### src/rtl/fault_chk_pkg.sv
// Shared types and constants for the fault-response checker: FSM states,
// MISR feedback polynomial, "no mismatch" marker and default parameter values.
package fault_chk_pkg;

    localparam int RESP_W_DEF = 28;
    localparam int STEPS_DEF  = 256;
    localparam int FID_W_DEF  = 16;

    localparam logic [27:0] MISR_POLY   = 28'h0000009;
    localparam logic [8:0]  NO_MISMATCH = 9'h100;

    typedef enum logic [1:0] {
        ST_IDLE,
        ST_GOLD,
        ST_RUN,
        ST_REPORT
    } state_e;

endpackage

### src/rtl/resp_misr.sv
// Multiple-input signature register: shift left, fold the MSB back through the
// polynomial, xor in the response. load_seed restarts the signature from zero.
module resp_misr
    import fault_chk_pkg::*;
#(
    parameter int W = RESP_W_DEF
) (
    input  logic         clk,
    input  logic         rst,
    input  logic         load_seed,
    input  logic         en,
    input  logic [W-1:0] din,
    output logic [W-1:0] sig
);

    localparam logic [W-1:0] POLY = W'(MISR_POLY);

    logic [W-1:0] sig_q;
    logic [W-1:0] sig_d;
    logic [W-1:0] base;

    always_comb begin
        base  = load_seed ? '0 : sig_q;
        sig_d = sig_q;
        if (en) begin
            sig_d = {base[W-2:0], 1'b0} ^ (base[W-1] ? POLY : '0) ^ din;
        end
    end

    always_ff @(posedge clk) begin
        if (rst) begin
            sig_q <= '0;
        end else begin
            sig_q <= sig_d;
        end
    end

    assign sig = sig_q;

endmodule

### config.mk
export PLATFORM = sky130hd
export DESIGN_NAME = resp_misr
export DESIGN_NICKNAME = d
export VERILOG_FILES = /design/src/rtl/fault_chk_pkg.sv /design/src/rtl/resp_misr.sv
export SDC_FILE = /design/constraint.sdc
export NUM_CORES = 1
export LEC_CHECK = 0
export ABC_AREA = 1
export BUFFER_PORTS_ARGS = -buffer_cell sky130_fd_sc_hd__buf_2
export CORE_MARGIN = 2
export CORE_UTILIZATION = 45
export CTS_BUF_LIST = sky130_fd_sc_hd__clkbuf_16
export CTS_CLUSTER_DIAMETER = 100
export DETAILED_ROUTE_END_ITERATION = 12
export PLACE_DENSITY = 0.77
export SLEW_MARGIN = 40
export SYNTH_ARGS = -nofsm -noshare
export SYNTH_HDL_FRONTEND = slang
export SYNTH_SLANG_ARGS = --single-unit
export TNS_END_PERCENT = 100
### constraint.sdc
create_clock -name clk -period 1.05 [get_ports clk]
set_clock_uncertainty 0.1 [all_clocks]
set_input_delay 0.0525 -clock clk [delete_from_list [all_inputs] [get_ports clk]]
set_output_delay 0.0525 -clock clk [all_outputs]
set_load 0.01 [all_outputs]
==> results of run 1 <==
synth_stat cells:
master and number:
a21oi_1 27, xor2_1 27, nor2_1 2, buf_2 3, nand2_1 31, inv_2 2, buf_6 2, clkbuf_2 1
clkbuf_1 4, inv_1 4, dfxtp_1 28, o21ai_0 22, nand4_1 1, nand3_1 2, o21ai_1 5, buf_4 1
tightest hold or removal path, stage by stage:
cell	delay (ns)
buf_2	0.08
xor2_1	0.06
a21oi_1	0.12
cell families after synthesis:
family                 Yosys count
AO/OA/AOI/OAI                   54
AND/OR/NAND/NOR                 36
flip-flops                      28
XOR/XNOR                        27
buffers and inverters           17
stage by stage:
step	setup WS [ns]	hold WS (ns)
finish	0.0841	-0.00596
global route	0.0108	0.0151
CTS	0.0625	0.00285
detailed placement	0.0651	0.239
global placement	0.116	0.230
floorplan	0.0838	0.101
cells in the final DEF, fill, tap and decap left out, types with 4 or more instances in the layout:
master	synthesis	routed
o21ai_0	22	22
a21oi_1	27	27
inv_1	4	4
dlygate4sd3_1	0	28
o21ai_1	5	5
xor2_1	27	27
nand2_1	31	31
buf_2	3	59
dfxtp_1	28	27
power by group:
group	total [uW]	leakage [uW]	internal [uW]	switching, uW
clock	845	0.0000385	510	336
combinational	560	0.000656	290	270
sequential	1210	0.000233	1150	61.1
layer usage:
layer | wire [um] | vias to the layer above | track usage | share of wire
li1 | - | 702 | - | -
met1 | 1370 | 582 | 0.239 | 0.41
met2 | 1760 | 42 | 0.401 | 0.52
met3 | 175 | 6 | 0.0446 | 0.052
met4 | 59 | 0 | 0.0631 | 0.018
met5 | 0 | - | 0 | 0
area by class of cell:
type / instances / area, um^2
clock buffers: 3 / 75.1
clock inverters: 1 / 3.75
fillers: 215 / 727
inverters: 6 / 22.5
multi-input cells: 117 / 647
flip-flops and latches: 28 / 562
well taps: 31 / 38.8
repair buffers: 93 / 658
final timing paths:
| check | startpoint | end | slack, ns | depth (start not counted) |
|---|---|---|---|---|
| min reg2reg | sig[21] | sig[21] | 0.42 | 2 |
| max | sig[2] | sig[3] | 0.08 | 7 |
| max reg2reg | sig[2] | sig[3] | 0.08 | 7 |
| min | din[11] | sig[11] | -0.006 | 3 |
timing repair:
| item | 4_1_cts | 5_1_grt |
|---|---|---|
| hold endpoints to repair | 27 | 0 |
| gates resized for setup | 0 | 1 |
| hold buffers | 28 | 0 |
| setup endpoints to repair | 0 | 1 |
==> results by group, run 1 <==
Placement
  • IO Port Bufs: 59
  • DP HPWL: 1970 um
  • Placed cell count: 247
  • Dpl cell area: 1650 um^2
  • GPL Wtd Cong: 0.753

Synth
  • Post-synthesis cell area: 1290 um^2
  • Synth Area in XOR/XNOR: 0.183
  • Synth cell types: 16
  • Synth Area in Compound Gates: 0.209
  • Ys Warns: 0
  • Adder-cell share of the synthesized area: 0
  • Synth top area share: 0.433
  • Syn nets: 194
  • Post-synthesis mux area share: 0
  • Simple-gate share of the synthesized area: 0.108
  • Post-Syn Instances: 162
  • Synth area leader: dfxtp_1
  • Top area cells in the synthesized netlist: dfxtp_1 (43%), xor2_1 (18%), a21oi_1 (10%), nand2_1 (9.0%), o21ai_0 (8.5%)
  • Seq/Total Area, Yosys: 0.433
  • Syn avg cell area: 7.99 um^2
  • Main combinational cell family by area after synthesis: compound AO/OA/AOI/OAI gates
  • Post-synthesis register bit count: 28

Detailed routing
  • Routed len/inst: 12.1 um
  • Antenna Nets Post-Route: 0
  • DRT Pass-1 Iters: 4
  • Avg Vias per Cell: 4.77
  • Routed vias: 1,332
  • Detailed-route wire length: 3370 um
  • DR iter-0 viols: 50
  • DRC viols: 0

Layout
  • Post-layout util: 0.734
  • N_diodes: 0
  • Area grow syn2layout: 55.0%
  • Fin cells: 279
  • Layout cells sized above 1: 0.286
  • Max reg flops: 28
  • Final Cell Area: 2010 um^2
  • Nets: 281

Floorplan
  • Die Footprint: 3320 um^2
  • Die Span Y: 57.6 um
  • Row count: 19
  • Floorplan core area: 2730 um^2
  • Die X: 57.6 um
  • Io pins: 60
  • Initial Utilization: 0.474

Run
  • Max-capacitance violation count: 0

STA
  • Worst relative slew slack: 0.867
  • Shortest period the worst path allows: 0.966 ns
  • Fin. Hold Viols: 1
  • Final Slew Violations: 0
  • Setup_tns: 0 ns
  • Worst Tran Pin Value: 0.199 ns
  • RSZ-0062 raised after global routing: no
  • FMAX: 1040 MHz
  • Min Hold Slack: -0.00596 ns
  • Final Cycle Share: 0.920
  • Final setup fails: 0

Worst setup path
  • WP buf/inv: 2
  • CP max-delay cell: dfxtp_1
  • Largest delay share family, worst path: flip-flops
  • Worst Path Class, Setup: reg2reg
  • CP peak stage delay: 0.37 ns
  • Critical path cell sequence: inv_1 > nand2_1 > nand3_1 > nand2_1 > nand3_1 > nand2_1 > inv_1
  • CP Launch Type: flip-flop
  • Critical path capture point type: flip-flop
  • Crit path required time: 1.11 ns
  • Critical path arrival: 1.03 ns
  • Most frequent CP cell: nand2_1
  • CP Max Fanout: 4

Power and ir drop
  • Overall Power: 2620 uW
  • Peak supply drop: 0.00142 V
  • Static leakage: 0.000928 uW
  • Pwr dens: 1300 nW/um^2

Clocking
  • Reg clk slew, reported paths: 0.07 ns
  • CTS Buffer Depth: 2
  • CTS tree: done
  • Clock Sinks: 28
  • Root buf cell: clkbuf_16
  • Worst-Skew Late Latency: 0.26 ns
  • Total CTS buffers: 3
  • H-tree depth: 1
  • Post-CTS Setup Repair Bufs: 0

Outcome
  • Status: complete, but fails checks
  • Violated checks: hold timing

GRT
  • Largest net degree at the start of global routing: 56
  • Total GRT Usage: 0.213
  • Vias in the first global route: 1,278
  • First-pass GRT wire length: 5550 um
  • Initial antenna violation count: 0
  • Gr ovfl total: 0

Min path
  • Hold crit path type: in2reg
Power figures use the tool's default switching activity.
==> run 2: changes to the inputs <==
==> constraint.sdc (replaced) <==
create_clock -name clk -period 1.05 [get_ports clk]
set_clock_uncertainty 0.1 [all_clocks]
set_input_delay 0.105 -clock clk [delete_from_list [all_inputs] [get_ports clk]]
set_output_delay 0.105 -clock clk [all_outputs]
set_load 0.01 [all_outputs]
==> run 2 against run 1 <==
  * The flow now finishes without violations
  * Sequential power hardly changed
  * Combinational power decreased by 17%
  * Cell area decreased by 14%
  * Critical path depth fell by 6
  * Critical path type is now reg2out
  * Critical endpoint is now sig[3]
==> results by group, run 2 (synthesis results as in run 1) <==
Outcome
  • Status: finished, final reports clean

Worst setup path
  • Critical path cell sequence: buf_2
  • R2r startpoint: sig[27]
  • Critical path arrival: 0.76 ns (-0.27 ns)
  • CP peak stage delay: 0.37 ns (about the same)
  • Worst R2R End: sig[3]
  • Crit path required time: 0.84 ns (-0.27 ns)
  • R2R Setup Slk: 0.12 ns (+0.04 ns)
  • Largest delay share family, worst path: flip-flops
  • Critical path capture point type: output port
  • CP max-delay cell: dfxtp_1
  • R2R depth: 7 (unchanged)
  • WP buf/inv: 1 (-1)
  • Worst Path Class, Setup: reg2out
  • CP Launch Type: flip-flop
  • CP Max Fanout: 3 (-1)

GRT
  • First-pass GRT wire length: 4480 um (-19%)
  • Initial antenna violation count: 0 (unchanged)
  • Total GRT Usage: 0.167 (-0.0458)
  • Vias in the first global route: 1,098 (-14%)
  • Gr ovfl total: 0 (unchanged)
  • Largest net degree at the start of global routing: 29 (-48%)

Placement
  • IO Port Bufs: 59 (unchanged)
  • GPL Wtd Cong: 0.730 (-3.1%)
  • DP HPWL: 1920 um (-2.8%)

Layout
  • Leading cell type in the layout, fill and taps excluded: buf_2
  • Max reg flops: 28 (unchanged)
  • Layout cells sized above 1: 0.323 (+0.0363)
  • Area grow syn2layout: 32.9%
  • N_diodes: 0 (unchanged)
  • Nets: 251 (-11%)
  • Most frequent cells in the layout: buf_2 (59), nand2_1 (31), xor2_1 (27), a21oi_1 (27), dfxtp_1 (26)

Min path
  • Worst hold path stage count: 4 (+1)
  • Hold crit path type: in2reg
  • Worst hold start: rst
  • Hold Path End: sig[3]

Power and ir drop
  • Pwr dens: 1450 nW/um^2 (+11%)
  • Peak supply drop: 0.00110 V (-22%)
  • Overall Power: 2500 uW (-4.4%)
  • Static leakage: 0.000805 uW (-13%)

Floorplan
  • Die Footprint: 3320 um^2 (unchanged)
  • Initial Utilization: 0.474 (unchanged)
  • Die Span Y: 57.6 um (unchanged)
  • Row count: 19 (unchanged)
  • Floorplan core area: 2730 um^2 (unchanged)
  • Io pins: 60 (unchanged)
  • Die X: 57.6 um (unchanged)

STA
  • Worst relative slew slack: 0.761 (-0.107)
  • RSZ-0062 raised after global routing: no
  • Min Hold Slack: 0.0109 ns (+0.0169 ns)
  • Fin. Hold Viols: 0 (-1)
  • Worst Tran Pin Value: 0.359 ns (+0.160 ns)
  • Final Slew Violations: 0 (unchanged)
  • Final Cycle Share: 0.924 (+0.00360)
  • Final setup fails: 0 (unchanged)
  • FMAX: 1030 MHz (-0.39%)
  • Shortest period the worst path allows: 0.970 ns (+0.00378 ns)
  • Setup_tns: 0 ns (unchanged)

Clocking
  • Hold buffer count at cts: 0 (-100%)
  • CTS Buffer Depth: 2 (unchanged)
  • CTS tree: done
  • H-tree depth: 1 (unchanged)
  • Post-CTS Setup Repair Bufs: 0 (unchanged)
  • Root buf cell: clkbuf_16
  • Worst-Skew Late Latency: 0.25 ns (about the same)
  • Reg clk slew, reported paths: 0.06 ns (about the same)
  • Total CTS buffers: 3 (unchanged)
  • Clock Sinks: 28 (unchanged)

Detailed routing
  • Detailed-route wire length: 2640 um (-22%)
  • DRC viols: 0 (unchanged)
  • Antenna Nets Post-Route: 0 (unchanged)
  • Avg Vias per Cell: 4.89 (+2.4%)
  • DR iter-0 viols: 40 (-20%)
  • Routed len/inst: 10.6 um (-12%)
  • Routed vias: 1,212 (-9.0%)
  • DRT Pass-1 Iters: 2 (-2)

Run
  • Max-capacitance violation count: 0 (unchanged)
[run 2: changes by cell type in the layout (fill, tap and decap cells not counted), sizes merged]
| cell | change |
|---|---|
| dlygate4sd3 | -28 |
| buf | -2 |
| clkinv | -1 |
[run 2: per-stage QoR]
| step | instances | setup slack, ns | instance area [um^2] | util |
|---|---|---|---|---|
| detailed placement | 245 | 0.0765 | 1640 | 0.601 |
| global route | 248 | 0.0206 | 1720 | 0.630 |
| global placement | 245 | 0.0929 | 1640 | 0.601 |
| finish | 248 | 0.0803 | 1720 | 0.630 |
| CTS | 248 | 0.0395 | 1720 | 0.629 |
| floorplan | 162 | 0.0838 | 1290 | - |
[run 2: layout make-up]
type	count	area, um^2
Tap cell	31	38.8
Inverter	6	22.5
Sequential cell	28	563
Multi-Input combinational cell	117	647
Fill cell	246	1010
Clock buffer	3	75.1
Timing Repair Buffer	63	375
[run 2: how the worst max path moves through the flow]
stage	start	slack (ns)	endpoint	depth (start not counted)
after floorplan	sig[27]	0.08	sig[3]	7
after global placement	sig[27]	0.09	sig[3]	7
after detailed placement	load_seed	0.08	sig[7]	6
after CTS	sig[27]	0.04	sig[27]	1
after global routing	sig[27]	0.02	sig[3]	7
final	sig[3]	0.08	sig[3]	1
[run 2: repair_timing]
action                                 in CTS  in global routing
endpoints found under the hold margin       0                  0
setup endpoints to repair                   0                  1
resized for setup                           0                  2
[run 2: report_power, final]
part / switching, uW / internal [uW]
sequential: 61.3 / 1150
combinational: 244 / 222
clock: 319 / 504
total: 624 / 1880
[run 2: routing by layer]
metal / global-route usage / share of wire / vias up
li1: - / - / 642
met1: 0.205 / 0.46 / 538
met2: 0.305 / 0.48 / 30
met3: 0.0335 / 0.050 / 2
met4: 0.0299 / 0.0049 / 0
met5: 0 / 0 / -
==> run 3: changes to the inputs <==
--- a/config.mk
+++ b/config.mk
@@ -5,14 +5,14 @@
 export SDC_FILE = /design/constraint.sdc
 export NUM_CORES = 1
 export LEC_CHECK = 0
-export ABC_AREA = 1
 export BUFFER_PORTS_ARGS = -buffer_cell sky130_fd_sc_hd__buf_2
+export CAP_MARGIN = 20
 export CORE_MARGIN = 2
-export CORE_UTILIZATION = 45
+export CORE_UTILIZATION = 47
 export CTS_BUF_LIST = sky130_fd_sc_hd__clkbuf_16
 export CTS_CLUSTER_DIAMETER = 100
 export DETAILED_ROUTE_END_ITERATION = 12
-export PLACE_DENSITY = 0.77
+export PLACE_DENSITY = 0.78
 export SLEW_MARGIN = 40
 export SYNTH_ARGS = -nofsm -noshare
 export SYNTH_HDL_FRONTEND = slang
==> run 3 against run 2 <==
  * The flow now finishes with violations (setup timing)
  * Worst hold slack better by 0.018 ns
  * Non-clock buffer count up 6
  * Critical path type is now reg2reg
  * Synthesized cell count down 5.6%
  * Cell area up 14%
  * Critical endpoint is now sig[3]
  * Largest power group unchanged
==> results by group, run 3 <==
Clocking
  • Reg clk slew, reported paths: 0.07 ns (about the same)
  • Worst-Skew Late Latency: 0.26 ns (about the same)
  • Hold buffer count at cts: 0 (unchanged)
  • Clock Sinks: 28 (unchanged)
  • CTS tree: done
  • Total CTS buffers: 3 (unchanged)
  • H-tree depth: 1 (unchanged)
  • Post-CTS Setup Repair Bufs: 0 (unchanged)
  • Root buf cell: clkbuf_16
  • CTS Buffer Depth: 2 (unchanged)

Power and ir drop
  • Comb power frac: 0.223 (+0.037)
  • P_int: 1990 uW (+6.0%)
  • Pwr dens: 1360 nW/um^2 (-6.5%)
  • Static leakage: 0.000844 uW (+4.9%)
  • Sw frac: 0.254 (+0.00429)
  • Peak supply drop: 0.00101 V (-8.8%)
  • Sequential power share: 0.455 (-0.030)
  • Clock share of power: 0.322 (-0.007)
  • Net Sw Power: 677 uW (+8.4%)
  • Overall Power: 2660 uW (+6.6%)

Synth
  • Number of synthesized flops with an enable pin: 0 (unchanged)
  • Syn avg cell area: 9.64 um^2 (+21%)
  • Synth area leader: dfxtp_1
  • Adder-cell share of the synthesized area: 0 (unchanged)
  • Post-synthesis cell area: 1480 um^2 (+14%)
  • Ys Warns: 0 (unchanged)
  • Main combinational cell family by area after synthesis: simple AND/OR/NAND/NOR gates
  • Post-synth ARST share: 0 (unchanged)
  • Syn nets: 185 (-4.6%)
  • Post-synthesis mux area share: 0 (unchanged)
  • Top_reg_cell synth: dfxtp_1
  • Synth cell types: 15 (-1)
  • Post-synth top cells: dfxtp_1 (28), nor2_1 (28), xnor2_1 (28)
  • Post-synthesis register bit count: 28 (unchanged)
  • Simple-gate share of the synthesized area: 0.249 (+0.141)
  • Synth top area share: 0.380 (-0.0529)
  • Synth Area in Compound Gates: 0.150 (-0.0586)
  • Seq/Total Area, Yosys: 0.380 (-0.0529)
  • Post-Syn Instances: 153 (-5.6%)
  • Top area cells in the synthesized netlist: dfxtp_1 (38%), xnor2_1 (17%), a211oi_1 (13%), nor2b_4 (9.3%), nor2_1 (7.1%)
  • Synth Area in XOR/XNOR: 0.166 (-0.0164)

Outcome
  • Violated checks: setup timing
  • Status: complete, but fails checks

GRT
  • GR Layer Usage met2: 0.300 (-0.00551)
  • Gr ovfl total: 0 (unchanged)
  • Most used routing layer: met2
  • Vias in the first global route: 1,137 (+3.6%)
  • GRT met1 Usage: 0.216 (+0.0111)
  • Initial antenna violation count: 0 (unchanged)
  • Total GRT Usage: 0.176 (+0.00839)
  • First-pass GRT wire length: 4740 um (+5.9%)
  • Met3 Use GR: 0.0541 (+0.0206)
  • Largest net degree at the start of global routing: 29 (unchanged)

Floorplan
  • Io pins: 60 (unchanged)
  • Die X: 60.0 um (+4.1%)
  • Floorplan core area: 3030 um^2 (+11%)
  • Row count: 20 (+1)
  • Initial Utilization: 0.487 (+0.0135)
  • Die Footprint: 3600 um^2 (+8.4%)
  • Die Span Y: 60.0 um (+4.1%)

Placement
  • DP HPWL: 2130 um (+11%)
  • GPL Wtd Cong: 0.734 (+0.51%)
  • IO Port Bufs: 59 (unchanged)
  • Dpl cell area: 1850 um^2 (+12%)

Worst setup path
  • CP Launch Type: flip-flop
  • Largest delay share family, worst path: flip-flops
  • R2r startpoint: sig[2]
  • Critical path cell sequence: xnor2_1 > or3_1 > a311oi_1
  • CP Max Fanout: 2 (-1)
  • Worst R2R End: sig[3]
  • Crit path required time: 1.13 ns (+0.29 ns)
  • R2R Setup Slk: -0.07 ns (-0.19 ns)
  • CP peak stage delay: 0.32 ns (-0.05 ns)
  • Worst Path Class, Setup: reg2reg
  • R2R depth: 3 (-4)
  • WP buf/inv: 0 (-1)
  • CP max-delay cell: dfxtp_2
  • Critical path capture point type: flip-flop
  • Critical path arrival: 1.20 ns (+0.44 ns)

Layout
  • N_diodes: 0 (unchanged)
  • Leading cell type in the layout, fill and taps excluded: buf_2
  • Max reg flops: 28 (unchanged)
  • Nets: 247 (-1.6%)
  • Final Cell Area: 1960 um^2 (+14%)
  • Layout cells sized above 1: 0.435 (+0.112)
  • Most frequent cells in the layout: buf_2 (55), xnor2_1 (28), nor2_1 (28), a211oi_1 (26), dfxtp_1 (21)
  • Area grow syn2layout: 33.0% (about the same)

STA
  • Shortest period the worst path allows: 1.12 ns (+0.154 ns)
  • Final Slew Violations: 0 (unchanged)
  • Final setup fails: 2 (+2)
  • Worst Tran Pin Value: 0.530 ns (+0.172 ns)
  • Worst relative slew slack: 0.646 (-0.114)
  • FMAX: 890 MHz (-14%)
  • RSZ-0062 raised after global routing: yes
  • Final Cycle Share: 1.07 (+0.146)
  • Fin. Hold Viols: 0 (unchanged)
  • Final worst setup slack: -0.0734 ns (-0.154 ns)

Detailed routing
  • Detailed-route wire length: 2860 um (+8.3%)
  • DRT Pass-1 Iters: 4 (+2)
  • DRC viols: 0 (unchanged)
  • Avg Vias per Cell: 4.68 (-4.3%)
  • Routed len/inst: 11.1 um (+4.1%)
  • DR iter-0 viols: 39 (-2.5%)
  • Antenna Nets Post-Route: 0 (unchanged)
  • Routed vias: 1,207 (-0.41%)

Min path
  • Hold Path End: sig[0]
  • Worst hold start: din[0]
  • Hold crit path type: in2reg
  • Worst hold path stage count: 3 (-1)

Run
  • Max-capacitance violation count: 0 (unchanged)
[run 3: layout make-up]
cell class	instances	area, um^2
clock inverter	1	3.75
clock buffer	3	75.1
tap	44	55.1
sequential	28	569
timing repair buffer	69	417
multi-input combinational	113	842
fill	259	1070
[run 3: logic make-up after synthesis]
group                     count (synthesis)
AOI/OAI and AO/OA                        29
xor gates and xnor gates                 28
buffers and inverters                    12
DFF                                      28
and+or+nand+nor                          56
[run 3: stage by stage]
stage               TNS, ns  worst slack, ns  utilization  hold WS (ns)  instances
floorplan            -0.108           -0.108            -         0.187        153
global placement      -2.52           -0.156        0.610         0.308        254
detailed placement    -3.18           -0.209        0.610         0.312        254
CTS                  -0.109          -0.0916        0.640        0.0318        258
global route         -0.384           -0.164        0.648        0.0349        258
finish              -0.0775          -0.0734        0.648        0.0289        258
[run 3: worst max path at each step]
stage | from | to | slack [ns] | depth (start not counted)
floorplan | sig[27] | sig[3] | -0.11 | 3
global placement | load_seed | sig[9] | -0.16 | 5
detailed placement | load_seed | sig[9] | -0.21 | 5
CTS | sig[2] | sig[3] | -0.09 | 3
global route | sig[2] | sig[3] | -0.16 | 3
finish | sig[2] | sig[3] | -0.07 | 3
[run 3: power by group through the flow]
stage	sequential [uW]	combinational (uW)	clock, uW
after global placement	1230	572	0
after detailed placement	1230	582	0
after CTS	1210	593	882
after global routing	1220	656	916
after floorplan	1270	329	0
final	1210	593	858
[run 3: routing by layer]
layer  up-vias  wire length, um
li1        633                -
met1       535             1270
met2        35             1400
met3         4              166
met4         0               23
met5         -                0
[run 3: worst register-to-register path: cells and delay by family (launching register included)]
| kind | cells | cell delay, ns |
|---|---|---|
| flops | 1 | 0.32 |
| simple gates | 1 | 0.30 |
| compound gates | 1 | 0.19 |
| xor+xnor | 1 | 0.12 |
[run 3: timing repair]
item | CTS | global route
endpoints found under the setup margin | 6 | 19
gates resized for setup | 2 | 10
pin swaps | 4 | 7
